==> src/rtl/detector_jogada.sv <==
// Player-button conditioner: 2-flop sync, debounce FSM with one pulse per press, inactivity timer.
// Optional timer is built only when DETECTOR_JOGADA_TIMEOUT_EN is defined; otherwise timeout is tied to 0.
module detector_jogada #(
  parameter int DEBOUNCE_CYCLES = 4,
  parameter int TIMEOUT_CYCLES  = 5000
) (
  input  logic       clock,
  input  logic       reset,
  input  logic [3:0] botoes,
  input  logic       habilita,
  input  logic       zera_timeout,
  output logic       jogada,
  output logic [3:0] jogada_codigo,
  output logic       timeout,
  output logic [2:0] db_estado
);

  localparam logic [2:0] SOLTA  = 3'd0;
  localparam logic [2:0] ESPERA = 3'd1;
  localparam logic [2:0] FILTRA = 3'd2;
  localparam logic [2:0] PULSO  = 3'd3;
  localparam logic [2:0] SEGURA = 3'd4;

  localparam int DW = (DEBOUNCE_CYCLES > 1) ? $clog2(DEBOUNCE_CYCLES) : 1;
  localparam logic [DW-1:0] DB_LAST = DW'(DEBOUNCE_CYCLES - 1);

  logic [3:0]    sync1_reg;
  logic [3:0]    botoes_s;
  logic          um_quente;
  logic [2:0]    state_reg, state_next;
  logic [DW-1:0] count_reg, count_next;
  logic [3:0]    candidato_reg, candidato_next;
  logic          jogada_reg, jogada_next;
  logic [3:0]    codigo_reg, codigo_next;

  // Two-flop synchronizer, one chain per button
  genvar gi;
  generate
    for (gi = 0; gi < 4; gi++) begin : g_sync
      always_ff @(posedge clock) begin
        if (reset) begin
          sync1_reg[gi] <= 1'b0;
          botoes_s[gi]  <= 1'b0;
        end else begin
          sync1_reg[gi] <= botoes[gi];
          botoes_s[gi]  <= sync1_reg[gi];
        end
      end
    end
  endgenerate

  assign um_quente = (botoes_s != 4'd0) && ((botoes_s & (botoes_s - 4'd1)) == 4'd0);

  always_ff @(posedge clock) begin
    if (reset) begin
      state_reg     <= SOLTA;
      count_reg     <= '0;
      candidato_reg <= 4'd0;
    end else begin
      state_reg     <= state_next;
      count_reg     <= count_next;
      candidato_reg <= candidato_next;
    end
  end

  always_comb begin
    state_next     = state_reg;
    count_next     = count_reg;
    candidato_next = candidato_reg;
    case (state_reg)
      SOLTA: begin
        if (botoes_s == 4'd0) begin
          if (count_reg == DB_LAST) begin
            state_next = ESPERA;
            count_next = '0;
          end else begin
            count_next = count_reg + DW'(1);
          end
        end else begin
          count_next = '0;
        end
      end
      ESPERA: begin
        if (um_quente) begin
          candidato_next = botoes_s;
          count_next     = '0;
          state_next     = FILTRA;
        end
      end
      FILTRA: begin
        if (botoes_s == candidato_reg) begin
          if (count_reg == DB_LAST) begin
            state_next = PULSO;
            count_next = '0;
          end else begin
            count_next = count_reg + DW'(1);
          end
        end else if (um_quente) begin
          // A different single button restarts the filter on the new candidate
          candidato_next = botoes_s;
          count_next     = '0;
        end else begin
          state_next = ESPERA;
          count_next = '0;
        end
      end
      PULSO: begin
        state_next = SEGURA;
      end
      SEGURA: begin
        if (botoes_s == 4'd0) begin
          state_next = SOLTA;
          count_next = '0;
        end
      end
      default: begin
        state_next = SOLTA;
        count_next = '0;
      end
    endcase
  end

  // Outputs are registered from the next state so jogada lines up with the PULSO cycle
  always_comb begin
    jogada_next = (state_next == PULSO);
    codigo_next = codigo_reg;
    if (state_next == PULSO) begin
      codigo_next = candidato_next;
    end
  end

  always_ff @(posedge clock) begin
    if (reset) begin
      jogada_reg <= 1'b0;
      codigo_reg <= 4'd0;
    end else begin
      jogada_reg <= jogada_next;
      codigo_reg <= codigo_next;
    end
  end

  assign jogada        = jogada_reg;
  assign jogada_codigo = codigo_reg;
  assign db_estado     = state_reg;

`ifdef DETECTOR_JOGADA_TIMEOUT_EN
  localparam int TW = $clog2(TIMEOUT_CYCLES);
  localparam logic [TW-1:0] TO_LAST = TW'(TIMEOUT_CYCLES - 1);

  logic [TW-1:0] tempo_reg;
  logic          timeout_reg;

  // Clear sources outrank the terminal-count set, so a press on the last cycle wins
  always_ff @(posedge clock) begin
    if (reset) begin
      tempo_reg   <= '0;
      timeout_reg <= 1'b0;
    end else if (zera_timeout) begin
      tempo_reg   <= '0;
      timeout_reg <= 1'b0;
    end else if (state_reg == PULSO) begin
      tempo_reg <= '0;
    end else if (habilita && !timeout_reg) begin
      if (tempo_reg == TO_LAST) begin
        timeout_reg <= 1'b1;
      end else begin
        tempo_reg <= tempo_reg + TW'(1);
      end
    end
  end

  assign timeout = timeout_reg;
`else
  logic unused_timer;
  assign unused_timer = habilita ^ zera_timeout;
  assign timeout      = 1'b0;
`endif

endmodule

==> config.mk <==
export PLATFORM = sky130hd
export DESIGN_NAME = detector_jogada
export DESIGN_NICKNAME = d
export VERILOG_FILES = /design/src/rtl/detector_jogada.sv
export SDC_FILE = /design/constraint.sdc
export NUM_CORES = 1
export LEC_CHECK = 0
export BUFFER_PORTS_ARGS = -buffer_cell sky130_fd_sc_hd__buf_2
export CAP_MARGIN = 0
export CORE_ASPECT_RATIO = 0.9
export CORE_MARGIN = 2
export CORE_UTILIZATION = 30
export CTS_BUF_LIST = sky130_fd_sc_hd__clkbuf_8
export DETAILED_ROUTE_END_ITERATION = 7
export GPL_TIMING_DRIVEN = 0
export SYNTH_ARGS = -nofsm -noshare
export SYNTH_HDL_FRONTEND = slang
export SYNTH_SLANG_ARGS = --single-unit
==> constraint.sdc <==
create_clock -name clock -period 1.54 [get_ports clock]
set_input_delay 0.308 -clock clock [delete_from_list [all_inputs] [get_ports clock]]
set_output_delay 0.308 -clock clock [all_outputs]
set_load 0.05 [all_outputs]
==> results.json, run 1 <==
{
  "grt_start_max_net_pins": 13,
  "syn_area_mm2": 0.001165,
  "rsz0062_at_grt": "true",
  "vias": 1006,
  "worstPathArrival_ps": 1750,
  "r2r.worst_path.cells": 6,
  "tightest_slew_ps": 525.1,
  "power_frac_seq_pct": 48.7,
  "routed_wl_um": 2665,
  "critPathKind": "flip-flop to flip-flop",
  "clk_latency_ps": 260,
  "min_from": "botoes[0]",
  "violations": "setup timing",
  "cts_tree": "yes",
  "start_util_pct": 31.22,
  "power.density_mw_per_mm2": 741.8,
  "grt_util_all_layers_pct": 11.94,
  "met1_length_um": 1176,
  "place_congestion": 0.8276,
  "overflow": 0,
  "clock_path_buffers": 2,
  "die_x_um": 69.69,
  "dp_hpwl_um": 1637,
  "rows": 21,
  "syn_area_per_cell_um2": 9.707,
  "avgViaCountPerCell": 5.081,
  "design.portCount": 17,
  "io_buffer_count": 12,
  "dp.cells": 178,
  "hold_violations": 0,
  "synthToLayoutAreaGrowth_pct": 42.53,
  "hp-class": "input port to flip-flop",
  "dr_wl_met3_um": 75,
  "r2r_start": "botoes_s[1]",
  "cts_buffers": 3,
  "fmaxAchievable_mhz": 628.9,
  "skew_ps": 0.8580,
  "drive_above_1_share_pct": 53.29,
  "hold_ws_ps": 249.7,
  "met2WireLength_um": 1357,
  "final.period_utilization_pct": 103.3,
  "seq_area_frac_synth_pct": 37.81,
  "setup_viol": 6,
  "yosysWarningCount": 0,
  "worst-r2r-setup-slack_ps": -50,
  "place_area_mm2": 0.001289,
  "grt_pass1_wl_um": 4195,
  "fin_cells": 198,
  "relSlewSlack_pct": 64.99,
  "grt_pass1_vias": 943,
  "postRouteAntennaNets": 0,
  "nets": 162,
  "n_fill_cell": 356,
  "setup_slack_ps": -50.13,
  "swShare_pct": 25.02,
  "critPathCaptureType": "flip-flop",
  "crit_start": "botoes_s[1]",
  "antenna_found_initial": 0,
  "cp-endpoint": "jogada",
  "synth-seq-cells": 22,
  "power_switching_uw": 308.2,
  "dr.first_iter.drc_count": 10,
  "clkTransAtPathRegs_ps": 80,
  "first_pass_iters": 4,
  "syn-num-nets": 129,
  "syn_inst": 120,
  "drcViolationCount": 0,
  "dieArea_mm2": 0.004398,
  "worst-path-max-fanout": 4,
  "fp.dieH_um": 63.12,
  "cts_sinks": 22,
  "final_area_mm2": 0.001660,
  "synth.distinct_cells": 39,
  "ir_worst_vdd_mv": 0.4730,
  "core_mm2": 0.003731,
  "cts_max_level": 1,
  "min_period_ps": 1590,
  "internal_power_uw": 923.4,
  "route.top_layer_used": "met4",
  "post_drt_wl_per_cell_um": 13.46,
  "status": "finished, violations left",
  "rr_endpoint": "jogada",
  "synth-edff-count": 0,
  "slew_viol_final": 0,
  "diodes": 0,
  "cap_violations": 0,
  "cts.root.buffer_cell": "clkbuf_8",
  "synth-main-ff-cell": "dfxtp_1",
  "leakagePower_uw": 0.0006526,
  "clkPwrFrac_pct": 33.4,
  "p_comb_share_pct": 17.9,
  "start_kind": "flip-flop",
  "crit_required_ps": 1700,
  "async_flop_share_pct": 0
}
## per-stage QoR
step / setup slack, ps / utilization, % / power [µW] / setup TNS, ps
floorplan: 26.92 / - / 721.7 / 0
global placement: -80.15 / 34.54 / 745.7 / -295.4
detailed placement: -110.2 / 34.54 / 750.0 / -367.2
CTS: -23.97 / 40.38 / 1203 / -62.58
global route: -124.1 / 44.50 / 1291 / -927.3
finish: -50.13 / 44.50 / 1232 / -223.7
## timing repair
item	CTS	global route
buffers inserted	7	7
pin swaps	13	10
endpoints found under the setup margin	5	12
hold buffers	0	0
cloned	1	1
gates resized for setup	19	20
## synth_stat cells (2+ instances only)
master,count,share of area (%)
nand2_1,7,2.3
dfxtp_1,22,38
clkbuf_1,3,0.97
and3_2,3,1.9
a211oi_1,2,1.3
xnor2_1,4,3.0
buf_4,3,1.9
a21oi_1,5,2.1
nor2_1,9,2.9
nor3_1,6,2.6
o41ai_2,4,5.6
or2_1,2,1.1
nand3_1,2,0.86
nor2b_1,9,4.8
nor4b_2,2,2.6
o21ai_0,5,2.1
buf_6,3,2.9
nand3b_1,6,3.9
or3_1,2,1.1
inv_1,2,0.64
## routing by layer
metal  global-route usage [%]  up-vias
li1                         -      490
met1                    14.43      489
met2                    20.19       22
met3                    1.600        5
met4                    7.212        0
met5                        0        -
## logic make-up after synthesis
group,Yosys count,synth area share (%)
AOI/OAI and AO/OA,25,19.98
xor gates and xnor gates,6,5.156
adders and majority gates,2,1.933
buffers and inverters,11,6.445
DFF,22,37.81
other,1,0.3219
and+or+nand+nor,53,28.36
## power by group through the flow
stage / Combinational [µW] / Clock (µW) / Sequential (µW)
floorplan: 112 / 0 / 610
global placement: 136 / 0 / 610
detailed placement: 139 / 0 / 611
CTS: 178 / 425 / 600
global route: 239 / 450 / 603
finish: 220 / 411 / 600
## cells in the final DEF (no fill, tap or decap), types with 2 or more instances in the layout
master	synthesis	routed
buf_4	3	14
dfxtp_1	22	13
buf_2	0	13
nor2b_1	9	9
nor2_1	9	7
nand2_1	7	6
nand3b_1	6	6
dfxtp_2	0	5
buf_6	3	4
o21ai_0	5	4
a21oi_1	5	4
dfxtp_4	0	4
clkbuf_8	0	4
clkbuf_1	3	3
xnor2_2	1	3
o41ai_2	4	3
nor3_1	6	3
inv_1	2	2
buf_8	0	2
nor3_2	0	2
nor4b_4	0	2
or2_1	2	2
nor2_2	0	2
and3_2	3	2
and3_4	0	2
a211oi_1	2	2
## how the worst min path moves through the flow
stage	endpoint	slack, ps	cells after the start
floorplan	botoes_s[0]	410	1
global placement	botoes_s[0]	430	1
detailed placement	botoes_s[0]	430	1
CTS	sync1_reg[0]	250	2
global route	sync1_reg[1]	240	2
finish	sync1_reg[0]	250	2
## critical path, stage by stage (launching register included)
cell	delay (ps)
dfxtp_2	330
buf_6	130
nor4b_4	360
a211oi_2	90
nor2_1	170
o21bai_2	90
a2111oi_2	330
## area by class of cell
| class | instances | area [µm²] | area share [%] |
|---|---|---|---|
| buffer | 9 | 82.58 | 4.974 |
| sequential | 22 | 461.7 | 27.81 |
| tap | 46 | 57.56 | 3.466 |
| multi-input combinational | 87 | 797.0 | 48.00 |
| timing repair buffer | 28 | 198.9 | 11.98 |
| inverter | 2 | 7.507 | 0.4521 |
| clock buffer | 4 | 55.05 | 3.316 |
No activity file was read; power rests on OpenSTA's default activity.
==> run 2, diff against run 1 <==
- RECOVER_POWER: unset -> 50
==> run 2 against run 1 <==
The flow still finishes with violations (setup timing). Highest routed layer unchanged. Die area is the same. Non-clock buffer count is the same. Fmax is the same. First-iteration DRC count is the same. Worst setup slack is the same. Critical path depth is the same. Sequential power is essentially flat. Clock skew is the same. Critical endpoint unchanged. Core utilization is essentially flat. Clock power is essentially flat.
==> results.json, run 2 (synthesis results as in run 1) <==
{
  "nets": 162,
  "vias": 1006,
  "final_common_cell": "buf_4",
  "post_drt_wl_per_cell_um": 13.47,
  "final_area_mm2": 0.001659,
  "start_util_pct": 31.22,
  "cts_buffers": 3,
  "min_period_ps": 1590,
  "core_mm2": 0.003731,
  "critPathCaptureType": "flip-flop",
  "cp_top_family": "simple AND/OR/NAND/NOR gates",
  "slew_viol_final": 0,
  "antenna_found_initial": 0,
  "utilization_pct": 44.47,
  "cts_sinks": 22,
  "ir_worst_vdd_mv": 0.4731,
  "pre_cts_ws_ps": -110.2,
  "critPathKind": "flip-flop to flip-flop",
  "status": "finished, violations left",
  "cp_num_buf_inv": 1,
  "dp_hpwl_um": 1637,
  "skew_ps": 0.8580,
  "holdBufCountCts": 0,
  "routed_wl_um": 2667,
  "rsz0062_at_grt": "true",
  "fp.dieH_um": 63.12,
  "fin_setup_tns_ps": -223.7,
  "grt_pass1_wl_um": 4195,
  "crit_required_ps": 1700,
  "cts_max_level": 1,
  "cts_tree": "yes",
  "postRouteAntennaNets": 0,
  "power.density_mw_per_mm2": 742.3,
  "relSlewSlack_pct": 59.17,
  "setup_slack_ps": -50.13,
  "hp-class": "input port to flip-flop",
  "final.period_utilization_pct": 103.3,
  "synthToLayoutAreaGrowth_pct": 42.43,
  "clock_path_buffers": 2,
  "layout_common_cells": "buf_4 (14), dfxtp_1 (13), buf_2 (12), nor2b_1 (9), nor2_1 (7)",
  "violations": "setup timing",
  "fmaxAchievable_mhz": 628.9,
  "drive_above_1_share_pct": 52.63,
  "design.portCount": 17,
  "clk_latency_ps": 260,
  "setup_viol": 6,
  "leakagePower_uw": 0.0006481,
  "drcViolationCount": 0,
  "cts.root.buffer_cell": "clkbuf_8",
  "worst-path-max-fanout": 4,
  "first_pass_iters": 4,
  "overflow": 0,
  "start_kind": "flip-flop",
  "dr.first_iter.drc_count": 10,
  "critical_path.max_stage_delay_ps": 360,
  "die_x_um": 69.69,
  "path_cells": "buf_6 > nor4b_4 > a211oi_2 > nor2_1 > o21bai_2 > a2111oi_2",
  "avgViaCountPerCell": 5.081,
  "cpMaxStageDelayCell": "nor4b_4",
  "io_buffer_count": 12,
  "worstPathArrival_ps": 1750,
  "grt_start_max_net_pins": 13,
  "rows": 21,
  "clkTransAtPathRegs_ps": 80,
  "place_congestion": 0.8276,
  "place_area_mm2": 0.001289,
  "dieArea_mm2": 0.004398,
  "tightest_slew_ps": 615.1,
  "p_total_uw": 1232,
  "diodes": 0,
  "hold_violations": 0,
  "cap_violations": 0,
  "grt_util_all_layers_pct": 11.94,
  "grt_pass1_vias": 943
}
[run 2: cell types whose count changed in the layout (fill, tap and decap cells not counted), sizes merged]
cell,delta
buf,-1
clkbuf,+1
[run 2: routing by layer]
layer / wire, µm / track usage (%) / share of wire, %
met1: 1178 / 14.43 / 44
met4: 55 / 7.212 / 2.1
met2: 1357 / 20.19 / 51
met5: 0 / 0 / 0
met3: 75 / 1.600 / 2.8
[run 2: repair_timing]
| item | 4_1_cts | 5_1_grt |
|---|---|---|
| pin swaps | 13 | 10 |
| resized for setup | 19 | 20 |
| endpoints found under the setup margin | 5 | 12 |
| setup buffers | 7 | 7 |
| cloned | 1 | 1 |
[run 2: cell type report]
type                       count  area [µm²]
tap                           46       57.56
multi-input combinational     87       797.0
inverter                       2       7.507
buffer                         9       82.58
sequential                    22       461.7
timing repair buffer          28       197.7
clock buffer                   4       55.05
fill                         356        2072
[run 2: stage by stage]
stage	hold slack [ps]	instances
after floorplan	413.8	120
after global placement	425.2	178
after detailed placement	426.8	178
after CTS	248.4	190
after global routing	243.4	198
final	249.7	198
[run 2: path summary, 6_finish.rpt]
| path | cells after the start | slack [ps] | start | end |
|---|---|---|---|---|
| hold reg to reg | 1 | 440 | sync1_reg[0] | botoes_s[0] |
| hold / removal | 2 | 250 | botoes[0] | sync1_reg[0] |
| setup reg to reg | 6 | -50 | botoes_s[1] | jogada |
| setup / recovery | 6 | -50 | botoes_s[1] | jogada |
[run 2: worst reg2reg max path: stages (launching register included)]
cell	delay (ps)
dfxtp_2	330
buf_6	130
nor4b_4	360
a211oi_2	90
nor2_1	170
o21bai_2	90
a2111oi_2	330
[run 2: where the power goes]
group	switching, µW	internal (µW)
combinational	107	113
clock	183	228
sequential	18.0	582
total	308	923
==> run 3, diff against run 2 <==
- BUFFER_PORTS_ARGS: -buffer_cell sky130_fd_sc_hd__buf_2 -> unset
- DONT_BUFFER_PORTS: unset -> 1
- RECOVER_POWER: 50 -> unset
==> run 3 against run 2 <==
The run still ends with setup timing left. Total power rose by 7.5%. Wire length fell by 4.8%. Clock power rose by 30%. Sequential power barely moved. Core utilization fell by 2.9 points. Combinational power fell by 13%. Via count fell by 9.3%. Highest routed layer unchanged. Hold slack got worse by 78 ps. Worst setup slack improved by 21 ps.
==> results.json, run 3 (synthesis results as in run 1) <==
{
  "die_x_um": 69.69,
  "rsz0062_at_grt": "true",
  "p_comb_share_pct": 14.4,
  "groute.layer.met1.usage_pct": 15.88,
  "fin_setup_tns_ps": -66.55,
  "gr-usage-met2_pct": 17.79,
  "leakagePower_uw": 0.0005688,
  "overflow": 0,
  "hp-class": "input port to flip-flop",
  "dr.first_iter.drc_count": 21,
  "hold_ws_ps": 172.0,
  "core_mm2": 0.003731,
  "vias": 912,
  "swShare_pct": 22.98,
  "worstPathArrival_ps": 1750,
  "crit_required_ps": 1720,
  "critPathCaptureType": "flip-flop",
  "start_kind": "flip-flop",
  "clock_path_buffers": 2,
  "final_common_cell": "dfxtp_1",
  "final.period_utilization_pct": 101.9,
  "relSlewSlack_pct": 62.03,
  "skew_ps": 2.379,
  "critPathKind": "flip-flop to flip-flop",
  "power_frac_seq_pct": 45.3,
  "internal_power_uw": 1020,
  "setup_viol": 4,
  "worst-path-max-fanout": 8,
  "hold_violations": 0,
  "ir_worst_vdd_mv": 0.5754,
  "clk_latency_ps": 260,
  "diodes": 0,
  "setup_slack_ps": -29.47,
  "avgViaCountPerCell": 5.153,
  "io_buffer_count": 0,
  "cts_max_level": 1,
  "power_switching_uw": 304.1,
  "design.portCount": 17,
  "critical_path.max_stage_delay_ps": 490,
  "drive_above_1_share_pct": 47.33,
  "power.density_mw_per_mm2": 853.2,
  "fp.dieH_um": 63.12,
  "busiest_layer": "met2",
  "start_util_pct": 31.22,
  "cp_num_buf_inv": 2,
  "clkTransAtPathRegs_ps": 80,
  "cts_tree": "yes",
  "postRouteAntennaNets": 0,
  "grt_pass1_vias": 878,
  "holdBufCountCts": 0,
  "violations": "setup timing",
  "first_pass_iters": 4,
  "cp_top_family": "flip-flops",
  "cpMaxStageDelayCell": "dfxtp_4",
  "clkPwrFrac_pct": 40.3,
  "status": "finished, violations left",
  "dieArea_mm2": 0.004398,
  "slew_viol_final": 0,
  "grt_util_all_layers_pct": 11.50,
  "grt_pass1_wl_um": 4126,
  "antenna_found_initial": 0,
  "tightest_slew_ps": 569.5,
  "post_drt_wl_per_cell_um": 14.35,
  "routed_wl_um": 2540,
  "place_congestion": 0.8122,
  "pre_cts_ws_ps": -132.7,
  "cts_sinks": 22,
  "rows": 21,
  "grt_use_met3_pct": 1.280,
  "drcViolationCount": 0,
  "dp_hpwl_um": 1606,
  "fmaxAchievable_mhz": 637.2,
  "cts_buffers": 3,
  "layout_common_cells": "dfxtp_1 (13), nor2b_1 (9), nand3b_1 (6), buf_4 (6), dfxtp_4 (6)",
  "grt_start_max_net_pins": 14,
  "synthToLayoutAreaGrowth_pct": 33.19,
  "cts.root.buffer_cell": "clkbuf_8",
  "nets": 141,
  "min_period_ps": 1569,
  "path_cells": "nor3b_4 > buf_4 > a22o_4 > buf_6 > nor2_4 > o41ai_4",
  "cap_violations": 0
}
-- run 3: cell count changes in the layout (fill, tap and decap cells not counted), moves of 2 or more --
cell,delta
or2_4,+2
nor3_1,+2
or2_1,-2
nor2_1,-2
buf_2,-11
buf_4,-8
dfxtp_4,+2
and3_2,-2
dfxtp_2,-2
nand2_1,-2
o21ai_1,+2
nand2_2,+2
-- run 3: metrics by stage --
| stage | area, µm² | std cells | utilization [%] | total power, µW |
|---|---|---|---|---|
| 2_1_floorplan | 1171 | 120 | - | 721.7 |
| 6_report | 1551 | 177 | 41.58 | 1324 |
| 4_1_cts | 1384 | 173 | 37.09 | 1292 |
| 3_3_place_gp | 1229 | 166 | 32.93 | 741.2 |
| 5_1_grt | 1551 | 177 | 41.58 | 1385 |
| 3_5_place_dp | 1229 | 166 | 32.93 | 745.4 |
-- run 3: final timing paths --
kind,from,end,slack (ps),cells after the start
setup reg to reg,db_estado[1],jogada_codigo[3],-30,6
setup / recovery,db_estado[1],jogada_codigo[3],-30,6
hold / removal,botoes[1],sync1_reg[1],170,1
hold reg to reg,sync1_reg[3],botoes_s[3],440,1
-- run 3: cell type report --
type / instances / area (µm²)
well taps: 46 / 57.56
multi-input cells: 87 / 812.0
clock buffers: 3 / 41.29
clock inverters: 1 / 30.03
repair buffers: 8 / 65.06
plain buffers: 8 / 71.32
fillers: 359 / 2180
inverters: 2 / 7.507
flip-flops and latches: 22 / 466.7
-- run 3: what timing repair did --
action / 4_1_cts / 5_1_grt
setup buffers: 3 / 4
endpoints found under the setup margin: 6 / 13
pin swaps: 8 / 18
gates resized for setup: 10 / 38
gates cloned: 0 / 1
-- run 3: worst register-to-register path: cells and delay by family (launching register included) --
| family | cells | cell delay [ps] |
|---|---|---|
| buffers and inverters | 2 | 270 |
| AO/OA/AOI/OAI | 2 | 420 |
| flip-flops | 1 | 490 |
| AND/OR/NAND/NOR | 2 | 320 |
-- run 3: routing by layer --
layer,vias up,share of wire [%],wire (µm)
met5,-,0,0
met4,0,2.3,58
met3,5,2.0,52
met2,12,49,1236
met1,450,47,1192
li1,445,-,-
-- run 3: power by group through the flow --
| stage | Sequential [µW] | Clock, µW | Combinational (µW) |
|---|---|---|---|
| final | 599 | 534 | 191 |
| after floorplan | 610 | 0 | 112 |
| after global routing | 602 | 575 | 209 |
| after CTS | 598 | 544 | 149 |
| after global placement | 612 | 0 | 129 |
| after detailed placement | 613 | 0 | 132 |
